File: config.mk
export PLATFORM = sky130hd
export DESIGN_NAME = mux_seq_sel
export DESIGN_NICKNAME = d
export VERILOG_FILES = /design/src/rtl/mux_seq_sel_pkg.sv /design/src/rtl/mux_nb.sv /design/src/rtl/mux_seq_sel.sv
export SDC_FILE = /design/constraint.sdc
export NUM_CORES = 1
export LEC_CHECK = 0
export ABC_AREA = 1
export BUFFER_PORTS_ARGS = -buffer_cell sky130_fd_sc_hd__buf_2
export CORE_UTILIZATION = 40
export CTS_CLUSTER_SIZE = 40
export DETAILED_ROUTE_END_ITERATION = 7
export GPL_ROUTABILITY_DRIVEN = 0
export PLACE_DENSITY = 0.68
export REMOVE_ABC_BUFFERS = 1
export SLEW_MARGIN = 30
export SYNTH_ARGS = -nofsm -noshare
export SYNTH_HDL_FRONTEND = slang
export SYNTH_SLANG_ARGS = --single-unit
File: constraint.sdc
create_clock -name clk -period 1.7 [get_ports clk]
set_input_delay 0.17 -clock clk [delete_from_list [all_inputs] [get_ports clk]]
set_output_delay 0.17 -clock clk [all_outputs]
set_load 0.005 [all_outputs]
File: src/rtl/mux_seq_sel_pkg.sv
// Shared definitions for the mux_seq_sel lane selector.
// Contents:
//   - mode encodings, sampled at accept
//   - FSM state encodings
package mux_seq_sel_pkg;

  localparam logic MODE_DIRECT = 1'b0;
  localparam logic MODE_SEQ    = 1'b1;

  typedef enum logic [1:0] {
    ST_IDLE = 2'd0,
    ST_LAST = 2'd1,
    ST_SEQ  = 2'd2
  } state_e;

endpackage

File: src/rtl/mux_nb.sv
// Purely combinational N-way WIDTH-bit lane selector.
// Ports:
//   data - N flattened lanes, lane i = data[i*WIDTH +: WIDTH]
//   sel  - lane index
//   y_c  - selected lane, or 0 when sel >= N
module mux_nb #(
  parameter  int unsigned WIDTH = 16,
  parameter  int unsigned N     = 4,
  localparam int unsigned SEL_W = $clog2(N)
) (
  input  logic [N*WIDTH-1:0] data,
  input  logic [SEL_W-1:0]   sel,
  output logic [WIDTH-1:0]   y_c
);

  // One-hot compare per lane; no match (out-of-range index) leaves zero.
  always_comb begin
    y_c = '0;
    for (int i = 0; i < int'(N); i++) begin
      if (sel == SEL_W'(i)) y_c = data[i*WIDTH +: WIDTH];
    end
  end

endmodule

File: src/rtl/mux_seq_sel.sv
// N-way lane selector with registered output stage and valid/ready handshakes.
// Direct mode forwards one selected lane per transfer; sequence mode captures
// the whole lane vector and serialises lanes 0..L-1, one per beat.
// Ports:
//   clk, reset_n            - clock, async active-low reset
//   in_data/mode/s/in_valid - request (sampled at accept), in_ready back
//   out_data/out_sel/out_last/out_valid - registered beat, out_ready back
//   busy                    - more sequence beats remain after the current one
module mux_seq_sel
  import mux_seq_sel_pkg::*;
#(
  parameter  int unsigned WIDTH = 16,
  parameter  int unsigned N     = 4,
  localparam int unsigned SEL_W = $clog2(N)
) (
  input  logic               clk,
  input  logic               reset_n,
  input  logic [N*WIDTH-1:0] in_data,
  input  logic               mode,
  input  logic [SEL_W-1:0]   s,
  input  logic               in_valid,
  output logic               in_ready,
  output logic [WIDTH-1:0]   out_data,
  output logic [SEL_W-1:0]   out_sel,
  output logic               out_last,
  output logic               out_valid,
  input  logic               out_ready,
  output logic               busy
);

  localparam logic [SEL_W-1:0] MAX_IDX = SEL_W'(N - 1);

  state_e               state_q, state_d;
  logic [SEL_W-1:0]     idx_q, idx_d;
  logic [SEL_W-1:0]     lidx_q, lidx_d;
  logic [N*WIDTH-1:0]   hold_q, hold_d;
  logic [WIDTH-1:0]     data_q, data_d;
  logic [SEL_W-1:0]     sel_q, sel_d;
  logic                 olast_q, olast_d;

  logic                 accept;
  logic                 beat;
  logic [SEL_W-1:0]     idx_inc;
  logic [WIDTH-1:0]     direct_lane;
  logic [WIDTH-1:0]     seq_lane;

  // Handshake decode; in_ready never looks at in_valid.
  assign out_valid = (state_q != ST_IDLE);
  assign in_ready  = (state_q == ST_IDLE) | ((state_q == ST_LAST) & out_ready);
  assign accept    = in_valid & in_ready;
  assign beat      = out_valid & out_ready;
  assign busy      = (state_q == ST_SEQ);
  assign out_data  = data_q;
  assign out_sel   = sel_q;
  assign out_last  = olast_q;

  // Index never exceeds L-1 <= N-1, so the increment cannot wrap.
  assign idx_inc = idx_q + SEL_W'(1);

  mux_nb #(.WIDTH(WIDTH), .N(N)) u_direct_mux (
    .data (in_data),
    .sel  (s),
    .y_c  (direct_lane)
  );

  mux_nb #(.WIDTH(WIDTH), .N(N)) u_seq_mux (
    .data (hold_q),
    .sel  (idx_inc),
    .y_c  (seq_lane)
  );

  // Next-state and next-output logic; a new accept takes priority so the
  // final beat of one transfer can hand over with no bubble.
  always_comb begin
    state_d = state_q;
    idx_d   = idx_q;
    lidx_d  = lidx_q;
    hold_d  = hold_q;
    data_d  = data_q;
    sel_d   = sel_q;
    olast_d = olast_q;

    if (accept) begin
      case (mode)
        MODE_DIRECT: begin
          data_d  = direct_lane;
          sel_d   = s;
          olast_d = 1'b1;
          state_d = ST_LAST;
        end
        MODE_SEQ: begin
          hold_d  = in_data;
          data_d  = in_data[WIDTH-1:0];
          sel_d   = '0;
          idx_d   = '0;
          lidx_d  = (s > MAX_IDX) ? MAX_IDX : s;
          if (s == '0) begin
            olast_d = 1'b1;
            state_d = ST_LAST;
          end else begin
            olast_d = 1'b0;
            state_d = ST_SEQ;
          end
        end
        default: ;
      endcase
    end else if (beat) begin
      case (state_q)
        ST_SEQ: begin
          idx_d  = idx_inc;
          data_d = seq_lane;
          sel_d  = idx_inc;
          if (idx_inc == lidx_q) begin
            olast_d = 1'b1;
            state_d = ST_LAST;
          end
        end
        ST_LAST: state_d = ST_IDLE;
        default: ;
      endcase
    end
  end

  // State and output registers.
  always_ff @(posedge clk or negedge reset_n) begin
    if (!reset_n) begin
      state_q <= ST_IDLE;
      idx_q   <= '0;
      lidx_q  <= '0;
      hold_q  <= '0;
      data_q  <= '0;
      sel_q   <= '0;
      olast_q <= 1'b0;
    end else begin
      state_q <= state_d;
      idx_q   <= idx_d;
      lidx_q  <= lidx_d;
      hold_q  <= hold_d;
      data_q  <= data_d;
      sel_q   <= sel_d;
      olast_q <= olast_d;
    end
  end

endmodule

==> tab_implementation.tex <==
\begin{tabular}{lr}
\hline
Metric & Value \\
\hline
\multicolumn{2}{l}{\textbf{Outcome}} \\
\quad Outcome & complete, no violations \\
\multicolumn{2}{l}{\textbf{Synth}} \\
\quad Portion of the post-synthesis area used by sequential elements & 0.437 \\
\quad Count of unique library cells instantiated by Yosys & 25 \\
\quad Cell count after synthesis & between 700 and 800 \\
\quad Yosys reg bits & approximately 90 \\
\quad Dominant cells by area after synthesis & sky130\_fd\_sc\_hd\_\_dfrtp\_1 44\%, sky130\_fd\_sc\_hd\_\_nand2\_1 21\%, sky130\_fd\_sc\_hd\_\_nand3\_1 8.3\% \\
\quad Dominant cell by count in the synthesized netlist & sky130\_fd\_sc\_hd\_\_nand2\_1 \\
\quad Post-synth top area cell & sky130\_fd\_sc\_hd\_\_dfrtp\_1 \\
\quad Netlist Area Pre-Place & $\sim$5000 um\^{}2 \\
\quad Synth warn & 0 \\
\quad Most used flip-flop cell after synthesis & sky130\_fd\_sc\_hd\_\_dfrtp\_1 \\
\quad Post-synthesis average cell area & 6.90 um\^{}2 \\
\quad List of most frequent post-synthesis cells & 291 x sky130\_fd\_sc\_hd\_\_nand2\_1, 89 x sky130\_fd\_sc\_hd\_\_dfrtp\_1, 84 x sky130\_fd\_sc\_hd\_\_nand3\_1, 74 x sky130\_fd\_sc\_hd\_\_inv\_1, 53 x sky130\_fd\_sc\_hd\_\_o21ai\_0 \\
\quad Post-synthesis async set-or-reset flop share & 1.00 \\
\quad Post-synth top area share & 0.437 \\
\quad Number of synthesized flops with an enable pin & 0 \\
\multicolumn{2}{l}{\textbf{GRT}} \\
\quad Grt total ovfl & 0 \\
\quad Initial antenna violation count & 0 \\
\quad First-pass GRT wire length & around 24 mm \\
\quad Total global routing track utilization & 0.245 \\
\quad Via count of the first global-routing pass & roughly 4800 \\
\quad Maximum number of pins on one net before global-route repair & 50 \\
\multicolumn{2}{l}{\textbf{Timing}} \\
\quad Hold slack & 0.0332 ns \\
\quad Least-Margin Pin Slew & $\sim$0.94 ns \\
\quad Largest clock skew in the final design & roughly 0.0055 ns \\
\quad Fraction of the cycle the final worst path needs & 0.900 \\
\quad Final Setup Violations & 0 \\
\quad Setup repair after global routing missed its margin & false \\
\quad Slew HR & 0.373 \\
\quad Maximum operating frequency & $\sim$0.65 GHz \\
\quad Clock period minus final worst setup slack & approximately 1.5 ns \\
\quad Final hold violations & 0 \\
\quad Number of max-slew violations in the final report & 0 \\
\multicolumn{2}{l}{\textbf{Detailed routing}} \\
\quad Initial drt markers & between 300 and 400 \\
\quad Routed vias/inst & 4.86 \\
\quad Antenna-violating nets left & 0 \\
\quad DRC violation count after routing & 0 \\
\quad WL final & 14.6 mm \\
\quad Routed wire length per instance & 14.6 um \\
\quad Total via count in the routed design & roughly 4900 \\
\quad Detailed-router iteration count before antenna repair & 5 \\
\multicolumn{2}{l}{\textbf{Power}} \\
\quad Gate power share & 0.449 \\
\quad Clock power frac & 0.204 \\
\quad Post-route total power & between 10 and 15 mW \\
\quad Int Power & $\sim$6.5 mW \\
\quad Peak ir drop on the vdd network & approximately 0.76 mV \\
\quad Seq pwr share & 0.347 \\
\quad Power density normalized to cell area & 1720 nW/um\^{}2 \\
\quad P\_leak & $\sim$3.4 nW \\
\quad Net switching fraction of the power & 0.396 \\
\quad Switching pwr & about 4.3 mW \\
\multicolumn{2}{l}{\textbf{Die}} \\
\quad Die boundary height & approximately 110 um \\
\quad Initial cell density of the core & 0.417 \\
\quad Top-level port count & 93 \\
\quad Row count & 40 \\
\quad Std-Cell Core Area & about 12000 um\^{}2 \\
\quad Die width & $\sim$110 um \\
\quad Overall die area & 13200 um\^{}2 \\
\multicolumn{2}{l}{\textbf{Clock network}} \\
\quad CTS Root Cell & sky130\_fd\_sc\_hd\_\_clkbuf\_16 \\
\quad Clock sink total & 89 \\
\quad Insertion delay of the later-clocked pin in the worst-skew pair & $\sim$0.35 ns \\
\quad Largest buffer count on any clock path & 2 \\
\quad Maximum level of the CTS H-tree & 3 \\
\quad Clock-pin slew reported for the worst setup and hold paths after clock tree synthesis & $\sim$0.070 ns \\
\quad Number of buffers created by CTS & 9 \\
\quad TritonCTS clock tree & done \\
\multicolumn{2}{l}{\textbf{Finish}} \\
\quad Diode count & 0 \\
\quad Finished layout cell area & roughly 6200 um\^{}2 \\
\quad Fill cell count & between 1000 and 1500 \\
\quad Number of nets at the end of the flow & approximately 900 \\
\quad Layout overhead on the synthesized area & 22.3\% \\
\quad Fraction of layout cells with a size suffix above 1 & 0.193 \\
\multicolumn{2}{l}{\textbf{Place}} \\
\quad Placed standard-cell area & 5860 um\^{}2 \\
\quad Placed wire-length estimate & 9.79 mm \\
\quad Port-buffer cells & just over 90 \\
\multicolumn{2}{l}{\textbf{Setup path}} \\
\quad Endpoint of the most critical register-to-register path & out\_data[4] \\
\quad Biggest fanout along the worst timing path & 16 \\
\quad Crit path arrival time & around 1.8 ns \\
\quad Worst Path Class, Setup & flip-flop to flip-flop \\
\quad Reg-to-reg critical path startpoint & idx\_q[0] \\
\quad Worst Setup SP & idx\_q[0] \\
\quad Category of the worst setup path launch point & flip-flop \\
\quad Worst reg2reg path depth & 12 \\
\quad Data required time of the worst path & slightly below 2 ns \\
\quad Critical Path End Type & flip-flop \\
\quad Setup slack on the worst flop-to-flop path & between 0.15 and 0.2 ns \\
\quad Setup crit end & out\_data[4] \\
\multicolumn{2}{l}{\textbf{Job}} \\
\quad Max Cap Violations & 0 \\
\multicolumn{2}{l}{\textbf{Min path}} \\
\quad Hold/Removal Path Class & input port to flip-flop \\
\hline
\end{tabular}
[area by class of cell]
class / count / area [um^2] / share of cell area
clock buffers: 10 / 239 / 0.0384
inverters: 78 / 297 / 0.0476
multi-input cells: 530 / 2380 / 0.381
well taps: 168 / 210 / 0.0337
repair buffers: 120 / 788 / 0.127
clock inverters: 6 / 91.3 / 0.0147
flip-flops and latches: 89 / 2230 / 0.358
[per-layer routing]
layer / vias to the layer above / GRT usage / routed length, um
li1: 2456 / - / -
met1: 2204 / 0.326 / 6520
met2: 176 / 0.396 / 6820
met3: 28 / 0.0522 / 962
met4: 0 / 0.0857 / 321
met5: - / 0 / 0
[flip-flops by register name, indices dropped and copies added, names as in the netlist]
name / cells
out_last: 1
idx_q: 2
out_sel: 2
out_data: 16
state_q: 2
lidx_q: 2
hold_q: 64
[stage by stage]
stage,setup WS [ns],utilization,std cells,TNS (ns)
after floorplan,-1.40,-,697,-76.45
after global placement,0.105,0.480,983,0
after detailed placement,0.0542,0.480,983,0
after CTS,0.00597,0.508,1000,0
after global routing,0.0134,0.510,1001,0
final,0.170,0.510,1001,0
[worst min-delay path by stage]
stage           startpoint           end  slack (ns)  cells past startpoint
4_1_cts        in_data[31]    hold_q[31]        0.02                      3
2_1_floorplan      reset_n     hold_q[0]       -0.13                      0
3_3_place_gp       reset_n  out_data[13]        0.17                      1
5_1_grt        in_data[33]    hold_q[33]        0.04                      3
6_report       in_data[33]    hold_q[33]        0.03                      3
3_5_place_dp       reset_n  out_data[13]        0.17                      1
[power by group through the flow]
| stage | Combinational, mW | Clock (mW) | Sequential (mW) |
|---|---|---|---|
| final | 4.82 | 2.19 | 3.73 |
| after global routing | 5.59 | 2.32 | 3.86 |
| after CTS | 4.78 | 2.25 | 3.73 |
| after detailed placement | 4.75 | 0 | 3.76 |
| after global placement | 4.67 | 0 | 3.73 |
| after floorplan | 2.98 | 0 | 3.69 |
[worst max-delay path, cell delays in order, from the launching register on]
cell and delay [ns]:
sky130_fd_sc_hd__dfrtp_1 0.38, sky130_fd_sc_hd__inv_1 0.10, sky130_fd_sc_hd__ha_2 0.21, sky130_fd_sc_hd__clkinvlp_4 0.10, sky130_fd_sc_hd__buf_12 0.16, sky130_fd_sc_hd__nand3_1 0.08, sky130_fd_sc_hd__nand2_1 0.05, sky130_fd_sc_hd__nand2_1 0.05
sky130_fd_sc_hd__nand2_1 0.05, sky130_fd_sc_hd__nand2_1 0.06, sky130_fd_sc_hd__nand3_1 0.08, sky130_fd_sc_hd__nand2_1 0.06, sky130_fd_sc_hd__inv_1 0.03
[cells by family after synthesis]
| kind of cell | share of synthesized area |
|---|---|
| simple gates | 0.378 |
| buf+inv | 0.0988 |
| fa+ha+maj | 0.00983 |
| flops | 0.437 |
| compound gates | 0.0727 |
| xor+xnor | 0.00344 |
[repair_timing]
| item | 4_1_cts | 5_1_grt |
|---|---|---|
| hold endpoints to repair | 33 | 0 |
| endpoints found under the setup margin | 0 | 16 |
| buffers inserted | 0 | 1 |
| hold buffers | 1 | 0 |
| gates resized for setup | 0 | 3 |
[layout by cell type, fill, tap and decap left out, drive strengths merged]
cell and count:
xnor2 1, dlygate4sd3 1, clkbuf 10, o21ai 55
a21oi 19, ha 4, clkinvlp 4, nand2 294
xor2 1, nand3 85, dfrtp 89, inv 77
or2 31, clkinv 1, nor2 39, bufinv 2
buf 119, nand4 1
(Power assumes the default switching activity.)
